### src/rtl/spi_master_ext.sv
// spi_master_ext: SPI master with per-transfer mode bits (cpol, cpha, lsb_first),
// selectable active-low chip select and fixed lead/trail guard times.
// Optional feature macro: SPI_LOOPBACK_EN -- when defined, the receiver samples
// the internal mosi register instead of the miso port.
//
// state | meaning
// IDLE  | waiting for newd; sclk tracks the cpol input
// LEAD  | cs asserted, CLK_DIV cycles before the first sclk edge
// XFER  | 2*DATA_W sclk edges, one every CLK_DIV cycles
// TRAIL | CLK_DIV cycles after the last edge, then cs release and done
module spi_master_ext #(
    parameter int DATA_W  = 12,
    parameter int CLK_DIV = 10,
    parameter int NUM_CS  = 2
) (
    input  logic                      clk,
    input  logic                      rst,
    input  logic                      newd,
    input  logic [DATA_W-1:0]         din,
    input  logic [$clog2(NUM_CS)-1:0] cs_sel,
    input  logic                      cpol,
    input  logic                      cpha,
    input  logic                      lsb_first,
    input  logic                      miso,
    output logic                      sclk,
    output logic [NUM_CS-1:0]         cs,
    output logic                      mosi,
    output logic [DATA_W-1:0]         dout,
    output logic                      busy,
    output logic                      done
);

    localparam int CS_W   = $clog2(NUM_CS);
    localparam int CNT_W  = (CLK_DIV > 1) ? $clog2(CLK_DIV) : 1;
    localparam int EDGE_W = $clog2(2 * DATA_W);
    localparam logic [CNT_W-1:0]  CNT_LOAD  = CNT_W'(CLK_DIV - 1);
    localparam logic [EDGE_W-1:0] EDGE_LAST = EDGE_W'(2 * DATA_W - 1);

    typedef enum logic [1:0] {IDLE, LEAD, XFER, TRAIL} state_t;

    state_t              state, state_nxt;
    logic [CNT_W-1:0]    cnt;
    logic [EDGE_W-1:0]   edge_cnt;
    logic [DATA_W-1:0]   tx_sr, rx_sr, din_ord, rx_ord;
    logic [NUM_CS-1:0]   cs_dec;
    logic                cpol_q, cpha_q, lsb_q;
    logic                tc, sclk_edge, last_edge, odd_edge;
    logic                sample_en, shift_en, rx_bit;

    assign tc        = (cnt == '0);
    assign sclk_edge = (state == XFER) && tc;
    assign last_edge = sclk_edge && (edge_cnt == EDGE_LAST);
    // edge_cnt holds the number of edges already generated, so the edge
    // about to happen is edge_cnt+1 and is odd when edge_cnt is even
    assign odd_edge  = ~edge_cnt[0];
    assign sample_en = sclk_edge && (cpha_q ? ~odd_edge : odd_edge);
    assign shift_en  = sclk_edge && (cpha_q ? odd_edge : (~odd_edge && ~last_edge));
    assign busy      = (state != IDLE);

`ifdef SPI_LOOPBACK_EN
    logic unused_miso;
    assign unused_miso = miso;
    assign rx_bit      = mosi;
`else
    assign rx_bit      = miso;
`endif

    // Bit-reverse the transmit word for LSB-first so the shifter is always MSB-out
    always_comb begin
        din_ord = din;
        if (lsb_first)
            for (int i = 0; i < DATA_W; i++) din_ord[i] = din[DATA_W-1-i];
    end

    // Receiver always shifts in at the LSB; undo the order for LSB-first
    always_comb begin
        rx_ord = rx_sr;
        if (lsb_q)
            for (int i = 0; i < DATA_W; i++) rx_ord[i] = rx_sr[DATA_W-1-i];
    end

    // Out-of-range cs_sel matches no line, leaving every select deasserted
    always_comb begin
        cs_dec = '1;
        for (int i = 0; i < NUM_CS; i++)
            if (cs_sel == CS_W'(i)) cs_dec[i] = 1'b0;
    end

    // State register
    always_ff @(posedge clk or negedge rst) begin
        if (!rst) state <= IDLE;
        else      state <= state_nxt;
    end

    // Next-state logic
    always_comb begin
        state_nxt = state;
        case (state)
            IDLE:    if (newd)      state_nxt = LEAD;
            LEAD:    if (tc)        state_nxt = XFER;
            XFER:    if (last_edge) state_nxt = TRAIL;
            TRAIL:   if (tc)        state_nxt = IDLE;
            default:                state_nxt = IDLE;
        endcase
    end

    // Timer, shifters, serial outputs and completion registers
    always_ff @(posedge clk or negedge rst) begin
        if (!rst) begin
            cnt      <= '0;
            edge_cnt <= '0;
            tx_sr    <= '0;
            rx_sr    <= '0;
            cpol_q   <= 1'b0;
            cpha_q   <= 1'b0;
            lsb_q    <= 1'b0;
            sclk     <= 1'b0;
            cs       <= '1;
            mosi     <= 1'b0;
            dout     <= '0;
            done     <= 1'b0;
        end else begin
            done <= 1'b0;
            case (state)
                IDLE: begin
                    sclk <= cpol;
                    if (newd) begin
                        cpol_q   <= cpol;
                        cpha_q   <= cpha;
                        lsb_q    <= lsb_first;
                        cnt      <= CNT_LOAD;
                        edge_cnt <= '0;
                        rx_sr    <= '0;
                        cs       <= cs_dec;
                        if (cpha) begin
                            tx_sr <= din_ord;
                            mosi  <= 1'b0;
                        end else begin
                            tx_sr <= {din_ord[DATA_W-2:0], 1'b0};
                            mosi  <= din_ord[DATA_W-1];
                        end
                    end
                end
                LEAD: begin
                    cnt <= tc ? CNT_LOAD : cnt - CNT_W'(1);
                end
                XFER: begin
                    cnt <= tc ? CNT_LOAD : cnt - CNT_W'(1);
                    if (sclk_edge) begin
                        sclk     <= ~sclk;
                        edge_cnt <= edge_cnt + EDGE_W'(1);
                    end
                    if (sample_en) rx_sr <= {rx_sr[DATA_W-2:0], rx_bit};
                    if (shift_en) begin
                        mosi  <= tx_sr[DATA_W-1];
                        tx_sr <= {tx_sr[DATA_W-2:0], 1'b0};
                    end
                end
                TRAIL: begin
                    cnt <= tc ? CNT_LOAD : cnt - CNT_W'(1);
                    if (tc) begin
                        cs   <= '1;
                        dout <= rx_ord;
                        done <= 1'b1;
                    end
                end
                default: ;
            endcase
        end
    end

endmodule

### config.mk
export PLATFORM = sky130hd
export DESIGN_NAME = spi_master_ext
export DESIGN_NICKNAME = d
export VERILOG_FILES = /design/src/rtl/spi_master_ext.sv
export SDC_FILE = /design/constraint.sdc
export NUM_CORES = 1
export LEC_CHECK = 0
export BUFFER_PORTS_ARGS = -buffer_cell sky130_fd_sc_hd__buf_2
export CORE_UTILIZATION = 62
export CTS_CLUSTER_DIAMETER = 150
export DETAILED_ROUTE_END_ITERATION = 7
export PLACE_DENSITY_LB_ADDON = 0.1
export SYNTH_ARGS = -nofsm -noshare
export SYNTH_HDL_FRONTEND = slang
export SYNTH_SLANG_ARGS = --single-unit
export TNS_END_PERCENT = 50
### constraint.sdc
create_clock -name clk -period 5.75 [get_ports clk]
set_clock_uncertainty 0.2 [all_clocks]
set_input_delay 1.15 -clock clk [delete_from_list [all_inputs] [get_ports clk]]
set_output_delay 1.15 -clock clk [all_outputs]
set_load 0.01 [all_outputs]
* After elaboration in Yosys (flattened, before gate mapping)
Index checks and enable logic that the tools add are counted.
** Cells by class
- $add $sub $neg :: 2
- Equal/unequal tests :: 11
- Mux-type cells :: 35
- Bitwise logic cells :: 3
- Reductions and logical operators :: 19
** Operator list (count)
- $mux 12 :: 7
- $pmux 12 s2 :: 2
- $ne 2x2->1 const B :: 7
- $mux 2 :: 6
- $reduce_and 3->1 :: 4
- $mux 1 :: 10
- $mux 5 :: 2
- $pmux 5 s2 :: 1
- $mux 4 :: 2
- $pmux 2 s4 :: 1
- $pmux 4 s2 :: 1
- $reduce_and 2->1 :: 3
- $reduce_bool 2->1 :: 3
- $add 5x1->5 const B :: 1
- $eq 5x5->1 const B :: 1
- $logic_and 1x1->1 :: 5
- $eq 2x2->1 const B :: 2
- $logic_not 4->1 :: 1
- $pmux 1 s2 :: 2
- $pmux 2 s2 :: 1
- $reduce_and 4->1 :: 1
- $sub 4x1->4 const B :: 1
- $not 1->1 :: 3
- $reduce_or 3->1 :: 1
- 2 further kinds :: 2
** Word-level totals
- Register bits after elaboration :: 54
- Bits of input ports :: 20
- Output and inout bits :: 18
- Logic and storage cells :: 82

* Logic depth before layout (Yosys ltp)
Gate-level depths: netlist of the first run.
- Word-level depth :: 9
- Depth in mapped cells :: 9
- Gate-level depth less buffers :: 6

* Worst setup path after synthesis of the first run
No wires, ideal clock.
- Kind :: input-to-reg
- Start point :: input port lsb_first
- End point :: register tx_sr[11]
- Setup time :: 0.125 ns
- Arrival :: 2.495 ns
- Data required time :: 5.425 ns
- Slack :: 2.930 ns
- Stages :: 6
- Buffers on the path :: 2
- Cell sequence :: clkbuf_1 buf_2 mux2i_1 mux2i_1 mux2_2 mux2_2
** Between the ends
- Cells in the longest elaborated chain, start to end :: 4
** Ends and longest elaborated chain
- start: declaration :: line 23 : input logic lsb_first,
- $mux 12 :: line 71 : if (lsb_first)
- $mux 12 :: line 135 : if (cpha) begin
- $mux 12 :: line 127 : if (newd) begin
- $pmux 12 s2 :: line 124 : case (state)
- end signal: assignment :: line 136 : tx_sr <= din_ord;
- end signal: assignment :: line 139 : tx_sr <= {din_ord[DATA_W-2:0], 1'b0};
- end signal: assignment :: line 156 : tx_sr <= {tx_sr[DATA_W-2:0], 1'b0};
- end: declaration :: line 44 : logic [DATA_W-1:0] tx_sr, rx_sr, din_ord, rx_ord;
No other way between the ends. The select of a mux whose other input is x is not followed.
A chain may end at the register's enable or synchronous reset.

* Worst setup path after layout of the first run
- Start point :: register state[0]
- End point :: output port busy
** Between the ends
- Cells in the longest elaborated chain, start to end :: 1
** Ends and longest elaborated chain
- start: declaration :: line 41 : state_t state, state_nxt;
- start signal: assignment :: line 92 : else state <= state_nxt;
- $reduce_bool 2->1 :: line 58 : assign busy = (state != IDLE);
- end: declaration :: line 29 : output logic busy,
No other way between the ends.

==> metrics.cfg, run 1 <==
[power_and_ir_drop]
irDropWorstVdd_mv=0.330
power_density_nw_per_um2=527
power_mw=1.72
p_leak_nw=1.50

[critical_path]
critPathRequiredTime_ps=4400
endpoint_kind=output port
critPathLaunchType=register
cp.arrival_ps=1660
critical_path_class=reg2out
r2r_slack_ps=2830
cp_max_fo=13

[drt]
dr_wl_met3_microns=180
vias_per_cell=5.96
num_vias=2103
top_layer=met4
routed_wl_microns=5480
post_drt_wl_per_cell_microns=15.5
drc=4
postRouteAntennaNets=0
wl_met2_microns=2680
drtIter0Drc=128
met1Wirelength_microns=2540
first_pass_iters=7

[floorplan]
initial_utilization_pct=66.4
die_h_microns=71.2
dieArea_sq_um=5070
rows=24
core_area_sq_um=4470
die_w_microns=71.2
ios=38

[final_layout]
drive_above_1_share_pct=26.6
antenna-diode-count=0
syn_to_final_growth_pct=9.86
design_area_sq_um=3260
finalNetCount=326
final_core_util_pct=72.9

[cts]
clkTransAtPathRegs_ps=100
cts_tree=built
clock_path_buffers=2
ctsResizeCount=0
cts.sinks=54
cts_setup_buffers=0
hold_buffers=0
cts_buffers=5
htreeDepth=2
insertion_delay_ps=310
root_buffer=clkbuf_8

[timing]
post-route-min-period_ps=3010
post-route-period-util_pct=52.3
tns_ps=0
finalSetupViolCount=0
drv_slew=0
worst_slew_pin_slew_ps=960
relSlewSlack_pct=35.5
hold_viol=0
max_freq_mhz=332
rsz0062_at_grt=no

[min_path]
holdCritPathClass=reg2reg

[yosys]
syn_nets=300
seq_area_frac_synth_pct=45.6
synthFlopType=dfrtp_1
yosys.area.top_type=dfrtp_1
yosysUniqueCellTypes=41
netlist_area_sq_um=2970
ys_warn_count=0
syn_inst=274
synth-edff-count=0
synth_seq_cells=54
syn_avg_cell_area_sq_um=10.8
synthArstFlopShare_pct=100
yosysTopAreaCellShare_pct=43.8
ys_top_cells_by_area=dfrtp_1 44%, mux2i_1 6.7%, mux2_2 5.3%

[placed_design]
gp_congestion=0.783
placed_cell_area_sq_um=3140
port_buffers=37
dpl.hpwl_microns=3760

[grt]
grt_max_degree=55
grt_usage_pct=23.7
antenna_found_initial=0
grt_pass1_wl_microns=9480
overflow=0
grt_pass1_vias=2051

[run]
max_cap_viol_count=0

[status]
violations=DRC
status=complete, but fails checks

## routing by layer
| layer | GRT usage, % | up-vias |
|---|---|---|
| li1 | - | 1036 |
| met5 | 0 | - |
| met2 | 39.9 | 44 |
| met3 | 3.28 | 9 |
| met4 | 7.33 | 0 |
| met1 | 32.0 | 1014 |
## layout make-up
| class | instances | area [sq um] |
|---|---|---|
| Timing Repair Buffer | 39 | 200 |
| Sequential cell | 54 | 1350 |
| Clock inverter | 2 | 38.8 |
| Multi-Input combinational cell | 193 | 1500 |
| Inverter | 7 | 26.3 |
| Tap cell | 52 | 65.1 |
| Clock buffer | 6 | 82.6 |
| Fill cell | 342 | 1210 |
## metrics by stage
stage	std cells	hold WS, ps	setup slack (ps)
after floorplan	274	244	2930
after global placement	345	284	2690
after detailed placement	345	285	2630
after CTS	353	315	2740
after global routing	353	329	2620
final	353	314	2740
## worst max-delay path, cell delays in order, from the launching register on
cell	delay (ps)
dfrtp_1	440
inv_1	100
ha_1	450
inv_1	190
buf_2	180
## layout by cell type (no fill, tap or decap), types with 2 or more instances in the layout
master	count
nand2_1	33
o21bai_1	3
dfstp_2	2
nor2_1	22
o22ai_1	2
inv_1	7
a21o_1	2
mux2_2	14
nand2b_1	7
o221ai_1	11
nand3_1	4
mux2_4	9
a21oi_1	16
a2bb2oi_1	3
mux2i_1	20
clkbuf_8	6
a211oi_1	4
nor2b_1	2
nor3b_1	2
dfrtp_1	52
ha_1	6
xnor2_1	5
o21ai_0	5
buf_4	2
o211ai_1	4
mux4_2	6
buf_2	37
## path summary, 6_finish.rpt
check	endpoint	cells past startpoint	from
min reg2reg	cs[0]	1	cs[0]
max in group asynchronous	cpha_q	2	rst
max reg2reg	tx_sr[1]	6	state[0]
min	cs[0]	1	cs[0]
min in group asynchronous	done	2	rst
max	busy	4	state[0]
## power breakdown
group          switching [mW]  total (mW)  internal [mW]
registers               0.135       0.676          0.542
logic                   0.392       0.774          0.382
clock network           0.125       0.268          0.143
total                   0.651        1.72           1.07
## flip-flops by register name, indices dropped and copies added (netlist names)
name,cells
sclk,1
tx_sr,12
done,1
cnt,4
edge_cnt,5
rx_sr,12
lsb_q,1
cs,2
mosi,1
state,2
cpha_q,1
dout,12
## cell usage after synthesis (all sizes together) (5+ instances only)
| library cell | count |
|---|---|
| clkbuf | 13 |
| xnor2 | 5 |
| ha | 6 |
| o221ai | 11 |
| mux4 | 6 |
| nand2b | 7 |
| nand2 | 33 |
| inv | 7 |
| dfrtp | 52 |
| buf | 7 |
| mux2 | 23 |
| o21ai | 5 |
| a21oi | 16 |
| nor2 | 22 |
| mux2i | 20 |
## logic make-up after synthesis
family / count (synthesis) / synth area share (%)
xor+xnor: 6 / 1.77
buf+inv: 27 / 4.05
mux: 49 / 21.2
flops: 54 / 45.6
simple gates: 76 / 11.6
compound gates: 56 / 13.3
fa+ha+maj: 6 / 2.53
Power figures use the tool's default switching activity.
==> run 2: changes to the inputs <==
Settings changed: ABC_AREA from default to 1, CORE_UTILIZATION 62 to 52.
Clock period 5.75 ns to 2.6 ns, I/O delays scaled along.
==> run 2 against run 1 <==
Net effect:
- sequential share of layout area fell by 1.2 points
- total power rose by 99%
- core utilization fell by 13 points
- die area rose by 23%
- critical path depth rose by 3
- the run now ends clean
- setup slack got worse by 2400 ps
- sequential power rose by 97%
- non-clock buffer count rose by 3
- critical path type is now reg2reg
- clock-buffer cell count did not move
- clock power rose by 73%
- flip-flop and latch count did not move
- routed wire length rose by 11%
==> metrics.cfg, run 2 <==
[status]
status=finished clean

[final_layout]
design_area_sq_um=3360  ; +3.0%
mostFrequentLayoutCells=158 x nand2_1, 52 x nand3_1, 52 x dfrtp_1, 49 x inv_1, 37 x buf_2
final_common_cell=nand2_1
finalNetCount=476  ; +46%
drive_above_1_share_pct=14.2  ; -12 points
antenna-diode-count=0  ; unchanged
fillers=546  ; +60%
largestRegisters=dout: 12 flops, rx_sr: 12 flops, tx_sr: 12 flops
syn_to_final_growth_pct=9.50

[timing]
rsz0062_at_grt=no
max_freq_mhz=449
relSlewSlack_pct=50.1  ; +15 points
post-route-min-period_ps=2230
tns_ps=0  ; unchanged
drv_slew=0  ; unchanged
hold_viol=0  ; unchanged
worst_slew_pin_slew_ps=746  ; -215 ps
post-route-period-util_pct=85.6
finalSetupViolCount=0  ; unchanged

[critical_path]
r2r_cells=7  ; +1
cp_common_cell=nand3_1
crit_family=simple AND/OR/NAND/NOR gates
cp_max_fo=13  ; unchanged
path_cells=inv_1 -> ha_1 -> nor2_1 -> nand3_1 -> nand3_1 -> nand3_1 -> nand2_1
cp_slowest_cell=nor2_1
critPathLaunchType=register
r2r_start=state[0]
cp.arrival_ps=2270  ; +610 ps
crit_buf_inv=1  ; -2
critical_path_class=reg2reg
endpoint_kind=register
r2r_end=tx_sr[3]
r2r_slack_ps=370  ; -2460 ps
critPathRequiredTime_ps=2650  ; -1750 ps
cpPeakStageDelay_ps=640  ; +190 ps

[yosys]
synth_most_common_cell=nand2_1
syn_avg_cell_area_sq_um=7.29  ; -33%
synth-edff-count=0  ; unchanged
synthFlopType=dfrtp_1
seq_area_frac_synth_pct=44.1  ; -1.5 points
yosysUniqueCellTypes=30  ; -27%
ys_warn_count=0  ; unchanged
synthArstFlopShare_pct=100  ; unchanged
syn_nets=447  ; +49%
ys_top_cells_by_area=dfrtp_1 42%, nand2_1 19%, nand3_1 8.5%
yosysTopAreaCellShare_pct=42.4  ; -1.4 points
netlist_area_sq_um=3070  ; +3.3%
yosys.area.top_type=dfrtp_1
synth_seq_cells=54  ; unchanged
syn_inst=421  ; +54%
synthTopCellsByCount=158 x nand2_1, 52 x dfrtp_1, 52 x nand3_1

[grt]
overflow=0  ; unchanged
antenna_found_initial=0  ; unchanged
grt_usage_pct=21.7  ; -2.0 points
grt_max_degree=33  ; -40%
grt_pass1_wl_microns=10700  ; +13%
grt_pass1_vias=2407  ; +17%

[power_and_ir_drop]
p_leak_nw=1.79  ; +20%
irDropWorstVdd_mv=0.479  ; +45%
power_density_nw_per_um2=1020  ; +94%

[cts]
cts.sinks=54  ; unchanged
clkTransAtPathRegs_ps=100  ; about the same
insertion_delay_ps=310  ; about the same
cts_buffers=5  ; unchanged
cts_setup_buffers=0  ; unchanged
root_buffer=clkbuf_8
clock_path_buffers=2  ; unchanged
htreeDepth=2  ; unchanged
cts_tree=built

[placed_design]
dpl.hpwl_microns=4430  ; +18%
gp_congestion=0.883  ; +13%
port_buffers=37  ; unchanged
placed_cell_area_sq_um=3260  ; +3.9%

[floorplan]
ios=38  ; unchanged
die_w_microns=78.8  ; +11%
dieArea_sq_um=6210  ; +23%
die_h_microns=78.8  ; +11%
initial_utilization_pct=54.7  ; -12 points
rows=27  ; +13%
core_area_sq_um=5610  ; +25%

[drt]
drtIter0Drc=157  ; +23%
top_layer=met4
met1Wirelength_microns=2890  ; +14%
first_pass_iters=4  ; -3
postRouteAntennaNets=0  ; unchanged
post_drt_wl_per_cell_microns=11.6  ; -25%
wl_met2_microns=2900  ; +8.3%
dr_wl_met3_microns=198  ; +10%
drc=0  ; -4
routed_wl_microns=6070  ; +11%
vias_per_cell=5.02  ; -16%
num_vias=2624  ; +25%

[min_path]
min_path_cells=2  ; +1
whs_endpoint=cs[1]
holdCritPathClass=reg2reg
hold_start=cs[1]

[run]
max_cap_viol_count=0  ; unchanged

[run 2: per-layer routing]
| metal | vias up | track usage [%] |
|---|---|---|
| li1 | 1380 | - |
| met2 | 56 | 36.8 |
| met1 | 1184 | 28.2 |
| met5 | - | 0 |
| met3 | 4 | 3.45 |
| met4 | 0 | 6.91 |
[run 2: worst max-delay path by stage]
stage | start | to | slack (ps) | cells after the start
final | state[0] | tx_sr[3] | 370 | 7
after global routing | state[0] | tx_sr[3] | 180 | 7
after CTS | state[0] | rx_sr[10] | 380 | 8
after detailed placement | state[0] | rx_sr[3] | 390 | 8
after global placement | state[0] | tx_sr[3] | 450 | 7
after floorplan | state[0] | rx_sr[8] | 910 | 9
[run 2: tightest hold or removal path, cell delays in order (launching register included)]
cell and delay (ps):
dfstp_2 380, nand2_1 50, nand2_1 40
[run 2: final cells by class]
cell class | count | area (sq um) | area share (%)
Clock inverter | 2 | 13.8 | 0.410
Timing Repair Buffer | 42 | 238 | 7.08
Tap cell | 72 | 90.1 | 2.68
Clock buffer | 6 | 72.6 | 2.16
Inverter | 52 | 198 | 5.88
Sequential cell | 54 | 1350 | 40.3
Multi-Input combinational cell | 295 | 1390 | 41.5
[run 2: timing repair]
action                                  in CTS  in global routing
gates resized for setup                      0                  0
hold buffers                                 1                  0
hold endpoints to repair                    16                  0
endpoints found under the setup margin       0                  0
[run 2: power by group]
part / internal (mW) / switching (mW)
Combinational: 0.573 / 1.06
Sequential: 1.14 / 0.192
Clock: 0.191 / 0.273
Total: 1.90 / 1.53
[run 2: through the flow]
stage | cells | power, mW | utilization, % | hold slack (ps) | setup WS (ps)
after floorplan | 421 | 2.68 | - | 24.4 | 910
after global placement | 514 | 2.95 | 58.2 | 250 | 452
after detailed placement | 514 | 2.99 | 58.2 | 251 | 395
after CTS | 523 | 3.47 | 59.9 | 259 | 383
after global routing | 523 | 3.78 | 59.9 | 268 | 176
final | 523 | 3.43 | 59.9 | 262 | 374
[run 2: kinds of logic after synthesis]
family | share of synthesized area (%)
buf+inv | 10.4
simple gates | 31.8
xor+xnor | 0.571
flops | 44.1
compound gates | 10.6
fa+ha+maj | 2.45
